===== src/rtl/sha256_msg_padder.sv =====
`default_nettype none
// ============================================================================
// Module      : sha256_msg_padder
// Description : Byte-stream to 512-bit block assembler for the SHA-256 core.
//               Appends the 0x80 marker, zero fill and the 64-bit big-endian
//               message bit length, and tags each block with first/last flags.
// Revision    : 1.0 - initial release
// ============================================================================
module sha256_msg_padder #(
    parameter int LEN_W = 64
) (
    input  logic         clk,
    input  logic         rst,
    input  logic [7:0]   in_data,
    input  logic         in_valid,
    input  logic         in_last,
    input  logic         in_empty,
    output logic         in_ready,
    output logic [511:0] block_out,
    output logic         block_valid,
    output logic         block_first,
    output logic         block_last,
    input  logic         block_ack
);

    typedef enum logic [1:0] {
        FILL   = 2'd0,
        PAD    = 2'd1,
        LENBLK = 2'd2,
        EMIT   = 2'd3
    } state_t;

    state_t         state;
    state_t         state_nxt;
    logic [511:0]   blk_buf;
    logic [511:0]   buf_nxt;
    logic [5:0]     byte_cnt;
    logic [LEN_W-1:0] bit_len;
    logic           first_pend;
    logic           pad_pend;
    logic           len_only;
    logic           final_blk;

    logic           accept;
    logic           has_byte;
    logic           ack_take;
    logic           cnt_full;
    logic           len_fits;
    logic [63:0]    len64;

    assign in_ready    = (state == FILL) & ~rst;
    assign accept      = in_valid & in_ready;
    // An in_last beat flagged empty terminates the message without a byte.
    assign has_byte    = ~(in_last & in_empty);
    assign block_valid = (state == EMIT) & ~rst;
    assign ack_take    = block_valid & block_ack;
    assign cnt_full    = (byte_cnt == 6'd63);
    // Bytes 56..63 must be free for the length field to share the pad block.
    assign len_fits    = (byte_cnt <= 6'd55);
    assign len64       = 64'(bit_len);

    assign block_out   = blk_buf;
    assign block_first = block_valid & first_pend;
    assign block_last  = block_valid & final_blk;

    // State register.
    always_ff @(posedge clk) begin
        if (rst) begin
            state <= FILL;
        end else begin
            state <= state_nxt;
        end
    end

    // Next-state decode.
    always_comb begin
        state_nxt = state;
        case (state)
            FILL: begin
                if (accept) begin
                    if (has_byte) begin
                        if (cnt_full) begin
                            state_nxt = EMIT;
                        end else if (in_last) begin
                            state_nxt = PAD;
                        end
                    end else begin
                        state_nxt = PAD;
                    end
                end
            end
            PAD:    state_nxt = EMIT;
            LENBLK: state_nxt = EMIT;
            EMIT: begin
                if (ack_take) begin
                    if (final_blk) begin
                        state_nxt = FILL;
                    end else if (len_only) begin
                        state_nxt = LENBLK;
                    end else if (pad_pend) begin
                        state_nxt = PAD;
                    end else begin
                        state_nxt = FILL;
                    end
                end
            end
            default: state_nxt = FILL;
        endcase
    end

    // Block buffer update: byte insert, padding, or length-only block.
    always_comb begin
        buf_nxt = blk_buf;
        case (state)
            FILL: begin
                if (accept && has_byte) begin
                    for (int i = 0; i < 64; i++) begin
                        if (byte_cnt == 6'(i)) begin
                            buf_nxt[511-8*i -: 8] = in_data;
                        end
                    end
                end
            end
            PAD: begin
                for (int i = 0; i < 64; i++) begin
                    if (byte_cnt == 6'(i)) begin
                        buf_nxt[511-8*i -: 8] = 8'h80;
                    end else if (6'(i) > byte_cnt) begin
                        buf_nxt[511-8*i -: 8] = 8'h00;
                    end
                end
                if (len_fits) begin
                    buf_nxt[63:0] = len64;
                end
            end
            LENBLK: buf_nxt = {448'd0, len64};
            default: buf_nxt = blk_buf;
        endcase
    end

    // Datapath registers: buffer, byte position, bit length and block flags.
    always_ff @(posedge clk) begin
        if (rst) begin
            blk_buf    <= '0;
            byte_cnt   <= '0;
            bit_len    <= '0;
            first_pend <= 1'b1;
            pad_pend   <= 1'b0;
            len_only   <= 1'b0;
            final_blk  <= 1'b0;
        end else begin
            blk_buf <= buf_nxt;
            case (state)
                FILL: begin
                    if (accept && has_byte) begin
                        bit_len <= bit_len + LEN_W'(8);
                        if (cnt_full) begin
                            // Full block: padding (if any) follows in a fresh block.
                            pad_pend <= in_last;
                        end else begin
                            byte_cnt <= byte_cnt + 6'd1;
                        end
                    end
                end
                PAD: begin
                    final_blk <= len_fits;
                    len_only  <= ~len_fits;
                end
                LENBLK: begin
                    final_blk <= 1'b1;
                end
                EMIT: begin
                    if (ack_take) begin
                        byte_cnt   <= '0;
                        first_pend <= 1'b0;
                        if (final_blk) begin
                            bit_len    <= '0;
                            first_pend <= 1'b1;
                            pad_pend   <= 1'b0;
                            len_only   <= 1'b0;
                            final_blk  <= 1'b0;
                        end else if (len_only) begin
                            len_only <= 1'b0;
                        end else if (pad_pend) begin
                            pad_pend <= 1'b0;
                        end
                    end
                end
                default: ;
            endcase
        end
    end

endmodule
`default_nettype wire


===== config.mk =====
export PLATFORM = sky130hd
export DESIGN_NAME = sha256_msg_padder
export DESIGN_NICKNAME = d
export VERILOG_FILES = /design/src/rtl/sha256_msg_padder.sv
export SDC_FILE = /design/constraint.sdc
export NUM_CORES = 1
export LEC_CHECK = 0
export BUFFER_PORTS_ARGS = -buffer_cell sky130_fd_sc_hd__buf_2
export CORE_MARGIN = 5
export CORE_UTILIZATION = 29
export DETAILED_ROUTE_END_ITERATION = 7
export GPL_TIMING_DRIVEN = 0
export PLACE_DENSITY = 0.48
export SYNTH_ARGS = -nofsm -noshare
export SYNTH_HDL_FRONTEND = slang
export SYNTH_SLANG_ARGS = --single-unit
export TNS_END_PERCENT = 10

===== constraint.sdc =====
create_clock -name clk -period 2.7 [get_ports clk]
set_input_delay 0.135 -clock clk [delete_from_list [all_inputs] [get_ports clk]]
set_output_delay 0.135 -clock clk [all_outputs]
set_load 0.005 [all_outputs]

==> qor.yml, run 1 <==
outcome:
  outcome: "finished, violations left"
  violations: "negative setup slack"
place:
  placed_area_um2: 28660
  placedCellCount: 4247
  place_congestion: 0.9685
  pre_cts_slack_ns: -1.146
  hpwl_mm: 81.49
  port_buffers: 528
sta:
  hold_viol_final: 0
  setup_violations: 30
  rsz0062_at_grt: "true"
  postLayoutSetupSlackWorst_ns: -0.09942
  slew_violations: 0
  worstMarginPinSlew_ns: 1.260
  fin_crit_ns: 2.799
  relSlewSlack_pct: 16.00
  period_share_pct: 103.7
  fmax_mhz: 357.2
  setup_tns_ns: -1.493
  clock_skew_ns: 0.05372
global_routing:
  overflow: 0
  grt_use_met2_pct: 39.13
  use_met3_pct: 7.127
  grt_pass1_wl_mm: 156.5
  grt-busiest-layer: "met2"
  use_met1_pct: 28.49
  grt_max_degree: 13
  grt_pass1_vias: 21820
  gr-usage-all-layers_pct: 23.04
  antenna_found_initial: 3
layout:
  most-common-layout-cells: "582 x dfxtp_1, 563 x buf_2, 510 x nor2_1"
  post_route_cells_drive_above_1_share_pct: 28.03
  layout_commonest_cell: "dfxtp_1"
  final_core_util_pct: 38.34
  finalInstanceArea_um2: 32140
  area_delta_synth_final_pct: 30.67
  finalNonFillerCells: 4416
  nets: 3254
yosys:
  synth_area_um2: 24600
  ys_seq_area_share_pct: 47.61
  synth_edf_count: 0
  ys_types: 86
  async_flop_share_pct: 0
  synthFlopType: "dfxtp_1"
  ys_ff_latch: 585
  syn-mean-instance-area_um2: 9.515
  syn_inst: 2585
  synth_nets: 2610
  ys.warnings.count: 0
setup_path:
  cpMostUsedCell: "inv_1"
  crit_fanout: 10
  timing.rr.end: "block_out[439]$_SDFFE_PP0P_"
  crit_type: "flip-flop to flip-flop"
  cp_num_buf_inv: 3
  path_cells: "inv_1, ha_1, clkbuf_2, inv_1, o21ai_1, a211oi_4, nor2_1, a311oi_1"
  cpPeakStageDelay_ns: 0.81
  cp_top_family: "compound AO/OA/AOI/OAI gates"
  endpoint_kind: "flip-flop"
  cp_slowest_cell: "a211oi_4"
  rrSetupSlack_ns: -0.1
  crit_path_start_kind: "flip-flop"
  required_ns: 3.22
  crit_start: "state[1]$_SDFFE_PP0P_"
  r2r_start: "state[1]$_SDFFE_PP0P_"
  crit_arrival_ns: 3.32
  reg2reg_depth: 8
clock_tree:
  numCtsBuffers: 70
  path_clk_slew_ns: 0.06
  cts.htree.levels: 3
  cts_sinks: 585
  clockRootBuffer: "clkbuf_16"
  insertion_delay_ns: 0.63
  cts_tree: "yes"
  clk_path_buf_depth: 3
drt:
  routedWlPerCell_um: 24.72
  drt_wl_total_mm: 109.2
  drt_iter0_drc: 1632
  avgViaCountPerCell: 5.037
  via_count: 22250
  remaining_drc_errors: 0
  dr.pass1.iters: 5
  ant_nets: 0
floorplanning:
  die_h_um: 301.2
  fp.dieW_um: 301.2
  die-area_um2: 90740
  rows: 106
  ios: 530
  core-area_um2: 83820
  start_util_pct: 29.34
worst_hold_path:
  whs_path_depth: 4
  hold_path_class: "input port to flip-flop"
  hold_end: "pad_pend$_SDFFE_PP0P_"
  hp-start: "in_last"
power_and_ir_drop:
  cellLeakagePower_nw: 13.01
  power.density_nw_per_um2: 1103
  ir_worst_vdd_uv: 627.7
job:
  max-cap-violations: 0
==> synthesized netlist by cell type (7+ instances only) <==
library cell | number | area, um^2
mux2i_1 | 381 | 3814
a21oi_1 | 150 | 750.7
o21ai_0 | 54 | 270.3
buf_4 | 10 | 75.07
and2_1 | 7 | 43.79
or3_1 | 15 | 93.84
inv_1 | 16 | 60.06
a211oi_1 | 94 | 705.7
nand4_1 | 38 | 237.7
o31ai_1 | 32 | 240.2
a311oi_1 | 20 | 175.2
ha_1 | 11 | 137.6
dfxtp_1 | 585 | 11710
a221oi_1 | 9 | 78.83
nor4_1 | 11 | 68.82
and3_1 | 11 | 68.82
buf_2 | 39 | 195.2
clkbuf_1 | 163 | 611.8
nor2b_1 | 16 | 100.1
a211oi_4 | 34 | 680.7
xnor2_1 | 11 | 96.34
nor2_1 | 514 | 1929
buf_1 | 13 | 48.80
nor3_1 | 15 | 75.07
buf_6 | 7 | 78.83
nand2_1 | 97 | 364.1
or4_1 | 34 | 255.2
nand3_1 | 68 | 340.3
==> worst min-delay path, cell delays in order <==
cell and delay, ns:
buf_2 0.15, nor2b_1 0.16, mux2i_1 0.09, nor2_1 0.07
==> through the flow <==
step | power [mW] | hold WS [ns]
after floorplan | 18.76 | 0.2942
after global placement | 24.58 | 0.4433
after detailed placement | 24.61 | 0.4454
after CTS | 35.47 | 0.007221
after global routing | 37.28 | 0.05155
final | 35.46 | 0.05627
==> registers in the layout, indices dropped and copies added, names as in the netlist <==
| signal | cells |
|---|---|
| pad_pend | 1 |
| state | 2 |
| byte_cnt | 6 |
| final_blk | 1 |
| block_out | 512 |
| first_pend | 1 |
| bit_len | 61 |
| len_only | 1 |
==> final cells by class <==
| class | instances | area, um^2 |
|---|---|---|
| clock inverter | 28 | 407.9 |
| buffer | 228 | 1201 |
| fill | 8788 | 51680 |
| timing repair buffer | 576 | 3333 |
| tap | 1134 | 1419 |
| antenna | 3 | 7.507 |
| multi-input combinational | 1752 | 12030 |
| clock buffer | 94 | 1963 |
| inverter | 16 | 60.06 |
| sequential | 585 | 11720 |
==> worst max-delay path by stage <==
stage | to | slack [ns] | cells past startpoint
floorplan | block_out[264]$_SDFFE_PP0P_ | 0.33 | 9
global route | block_out[291]$_SDFFE_PP0P_ | -0.16 | 9
finish | block_out[439]$_SDFFE_PP0P_ | -0.1 | 8
global placement | block_out[468]$_SDFFE_PP0P_ | -1.11 | 8
CTS | block_out[447]$_SDFFE_PP0P_ | -0.06 | 8
detailed placement | block_out[404]$_SDFFE_PP0P_ | -1.15 | 8
==> metal layers <==
layer / vias to the layer above / part of all wire (%)
li1: 10420 / -
met1: 10820 / 41
met2: 835 / 48
met3: 167 / 8.2
met5: - / 0.010
met4: 2 / 2.9
==> report_power, final <==
part	total (mW)	leakage [nW]	switching (mW)	internal (mW)
Sequential	11.2	4.74	0.887	10.3
Clock	9.77	1.15	4.02	5.75
Combinational	14.5	7.11	9.03	5.45
Total	35.5	13.0	13.9	21.5
==> timing repair <==
item	in CTS	in global routing
gates resized for setup	109	70
setup endpoints to repair	566	412
setup buffers	27	19
pin swaps	24	18
hold buffers	2	0
endpoints found under the hold margin	3	0
==> logic make-up (layout without fill, tap and decap cells) <==
logic type / after synthesis / count (layout) / share of synthesized area (%)
simple gates: 885 / 885 / 17.12
flops: 585 / 585 / 47.61
compound gates: 459 / 459 / 14.27
mux: 382 / 382 / 15.55
buf+inv: 248 / 942 / 4.349
xor+xnor: 15 / 15 / 0.5341
fa+ha+maj: 11 / 11 / 0.5596
other cells: 0 / 3 / 0
(Power assumes the default switching activity.)
==> run 2, diff against run 1 <==
Settings changed: CORE_UTILIZATION 29 to 59, PLACE_DENSITY 0.48 to 0.86.
Clock period 2.7 ns to 3.5 ns, I/O delays scaled along.
==> qor.yml, run 2 (synthesis results as in run 1) <==
drt:
  remaining_drc_errors: 16  # was 0
  drt_wl_total_mm: 97.52  # was 109.2 mm
  drt_iter0_drc: 2925  # was 1,632
  routedWlPerCell_um: 25.99  # was 24.72 um
  via_count: 23800  # was 22,250
  avgViaCountPerCell: 6.343  # was 5.037
  dr.pass1.iters: 8  # was 5
  ant_nets: 0  # unchanged
sta:
  relSlewSlack_pct: 8.229  # was 16.00%
  fin_crit_ns: 3.591  # was 2.799 ns
  hold_ws_ns: 0.1132  # was 0.05627 ns
  clock_skew_ns: 0.02846  # was 0.05372 ns
  slew_violations: 0  # unchanged
  setup_violations: 7  # was 30
  postLayoutSetupSlackWorst_ns: -0.09086  # was -0.09942 ns
  period_share_pct: 102.6  # was 103.7%
  worstMarginPinSlew_ns: 1.377  # was 1.260 ns
  rsz0062_at_grt: "true"  # unchanged
  hold_viol_final: 0  # unchanged
  fmax_mhz: 278.5  # was 357.2 MHz
  setup_tns_ns: -0.4136  # was -1.493 ns
clock_tree:
  insertion_delay_ns: 0.63  # about the same
  clockRootBuffer: "clkbuf_16"  # unchanged
  cts_sinks: 585  # unchanged
  clk_path_buf_depth: 3  # unchanged
  cts.htree.levels: 2  # was 3
  path_clk_slew_ns: 0.08  # was 0.06 ns
  cts_tree: "yes"  # unchanged
  numCtsBuffers: 56  # was 70
place:
  placed_area_um2: 27900  # was 28,660 um^2
  place_congestion: 1.014  # was 0.9685
  hpwl_mm: 70.70  # was 81.49 mm
  port_buffers: 528  # unchanged
power_and_ir_drop:
  p_clk_share_pct: 25.4  # was 27.6%
  power_frac_comb_pct: 39.8  # was 40.8%
  p_sw_share_pct: 39.90  # was 39.32%
  power.density_nw_per_um2: 839.9  # was 1103 nW/um^2
  intPower_mw: 15.09  # was 21.51 mW
  fin_total_pwr_mw: 25.11  # was 35.46 mW
  ir_worst_vdd_uv: 558.5  # was 627.7 uV
  cellLeakagePower_nw: 12.24  # was 13.01 nW
  switchingPower_mw: 10.02  # was 13.94 mW
  seqPwrFrac_pct: 34.8  # was 31.6%
layout:
  post_route_cells_drive_above_1_share_pct: 23.83  # was 28.03%
  finalInstanceArea_um2: 29890  # was 32,140 um^2
  most-common-layout-cells: "585 x dfxtp_1, 567 x buf_2, 513 x nor2_1"  # was 582 x dfxtp_1, 563 x buf_2, 510 x nor2_1
  nets: 3199  # was 3,254
  largest_register_ffs: 512  # unchanged
  area_delta_synth_final_pct: 21.53  # was 30.67%
  layout_commonest_cell: "dfxtp_1"  # unchanged
setup_path:
  crit_type: "flip-flop to flip-flop"  # unchanged
  crit_path_start_kind: "flip-flop"  # unchanged
  crit_arrival_ns: 4.10  # was 3.32 ns
  endpoint_kind: "flip-flop"  # unchanged
  required_ns: 4.01  # was 3.22 ns
  crit_fanout: 10  # unchanged
global_routing:
  grt_max_degree: 15  # was 13
  grt_pass1_vias: 23400  # was 21,820
  overflow: 0  # unchanged
  grt_pass1_wl_mm: 143.8  # was 156.5 mm
  gr-usage-all-layers_pct: 39.70  # was 23.04%
  antenna_found_initial: 1  # was 3
outcome:
  outcome: "finished, violations left"  # unchanged
  violations: "design-rule violations, negative setup slack"  # was negative setup slack
worst_hold_path:
  hold_path_class: "input port to flip-flop"  # unchanged
floorplanning:
  die-area_um2: 45870  # was 90,740 um^2
  die_h_um: 214.2  # was 301.2 um
  fp.dieW_um: 214.2  # was 301.2 um
  ios: 530  # unchanged
  rows: 74  # was 106
  start_util_pct: 59.97  # was 29.34%
  core-area_um2: 41020  # was 83,820 um^2
job:
  max-cap-violations: 0  # unchanged
run 2: cell types whose count changed in the layout (fill, tap and decap cells not counted), moves of 5 or more:
| cell | previous run | this run |
|---|---|---|
| buf_12 | 26 | 1 |
| a211oi_2 | 1 | 6 |
| buf_1 | 7 | 14 |
| a211oi_4 | 40 | 34 |
| clkbuf_4 | 7 | 0 |
| buf_4 | 36 | 10 |
| clkbuf_16 | 71 | 56 |
| clkbuf_2 | 48 | 5 |
| clkbuf_1 | 109 | 169 |
| buf_6 | 13 | 7 |
run 2: per-layer routing:
layer | track usage [%] | vias to the layer above | share of wire [%]
met5 | 0 | - | 0
met4 | 21.71 | 0 | 6.2
met3 | 12.09 | 382 | 11
met2 | 63.85 | 1610 | 46
met1 | 47.89 | 11510 | 37
li1 | - | 10300 | -
run 2: cell type report:
| class | count | area, um^2 |
|---|---|---|
| multi-input cells | 1752 | 11840 |
| well taps | 532 | 665.6 |
| clock buffers | 85 | 1680 |
| diodes | 1 | 2.502 |
| inverters | 16 | 60.06 |
| repair buffers | 531 | 2683 |
| plain buffers | 232 | 1016 |
| fillers | 2953 | 11120 |
| clock inverters | 18 | 239.0 |
| flip-flops and latches | 585 | 11710 |
run 2: worst paths after layout:
check | startpoint | to | slack [ns] | cells past startpoint
worst max register to register | state[1]$_SDFFE_PP0P_ | block_out[134]$_SDFFE_PP0P_ | -0.09 | 8
worst max-delay path | state[1]$_SDFFE_PP0P_ | block_out[134]$_SDFFE_PP0P_ | -0.09 | 8
worst min-delay path | in_data[7] | block_out[455]$_SDFFE_PP0P_ | 0.11 | 5
worst min register to register | block_out[431]$_SDFFE_PP0P_ | block_out[431]$_SDFFE_PP0P_ | 0.46 | 2
run 2: worst max-delay path, stage by stage, from the launching register on:
cell	delay [ns]
dfxtp_1	0.44
inv_1	0.15
ha_1	0.43
clkbuf_1	0.40
nor2b_1	0.20
clkbuf_1	0.55
clkbuf_1	0.70
nand2_1	0.31
o21ai_0	0.30
run 2: power groups by stage:
| stage | Clock [mW] | Sequential [mW] | Combinational, mW |
|---|---|---|---|
| after floorplan | 0 | 8.81 | 5.65 |
| after global placement | 0 | 8.74 | 9.35 |
| after detailed placement | 0 | 8.81 | 9.60 |
| after CTS | 6.34 | 8.69 | 9.73 |
| after global routing | 6.64 | 8.84 | 10.5 |
| final | 6.37 | 8.74 | 10.0 |
run 2: what timing repair did:
action / in CTS / in global routing
endpoints found under the hold margin: 2 / 0
gates cloned: 0 / 0
setup endpoints to repair: 16 / 104
resized for setup: 1 / 15
buffers inserted: 1 / 0
pin swaps: 2 / 0
hold buffers: 2 / 0
run 2: per-stage QoR:
step                setup slack (ns)  utilization [%]  cells
finish                      -0.09086            72.88   3752
CTS                        0.0003624            72.82   3751
floorplan                      1.132                -   2585
detailed placement          -0.07108            68.03   3645
global placement            -0.01492            68.03   3645
global route                 -0.1594            72.88   3752
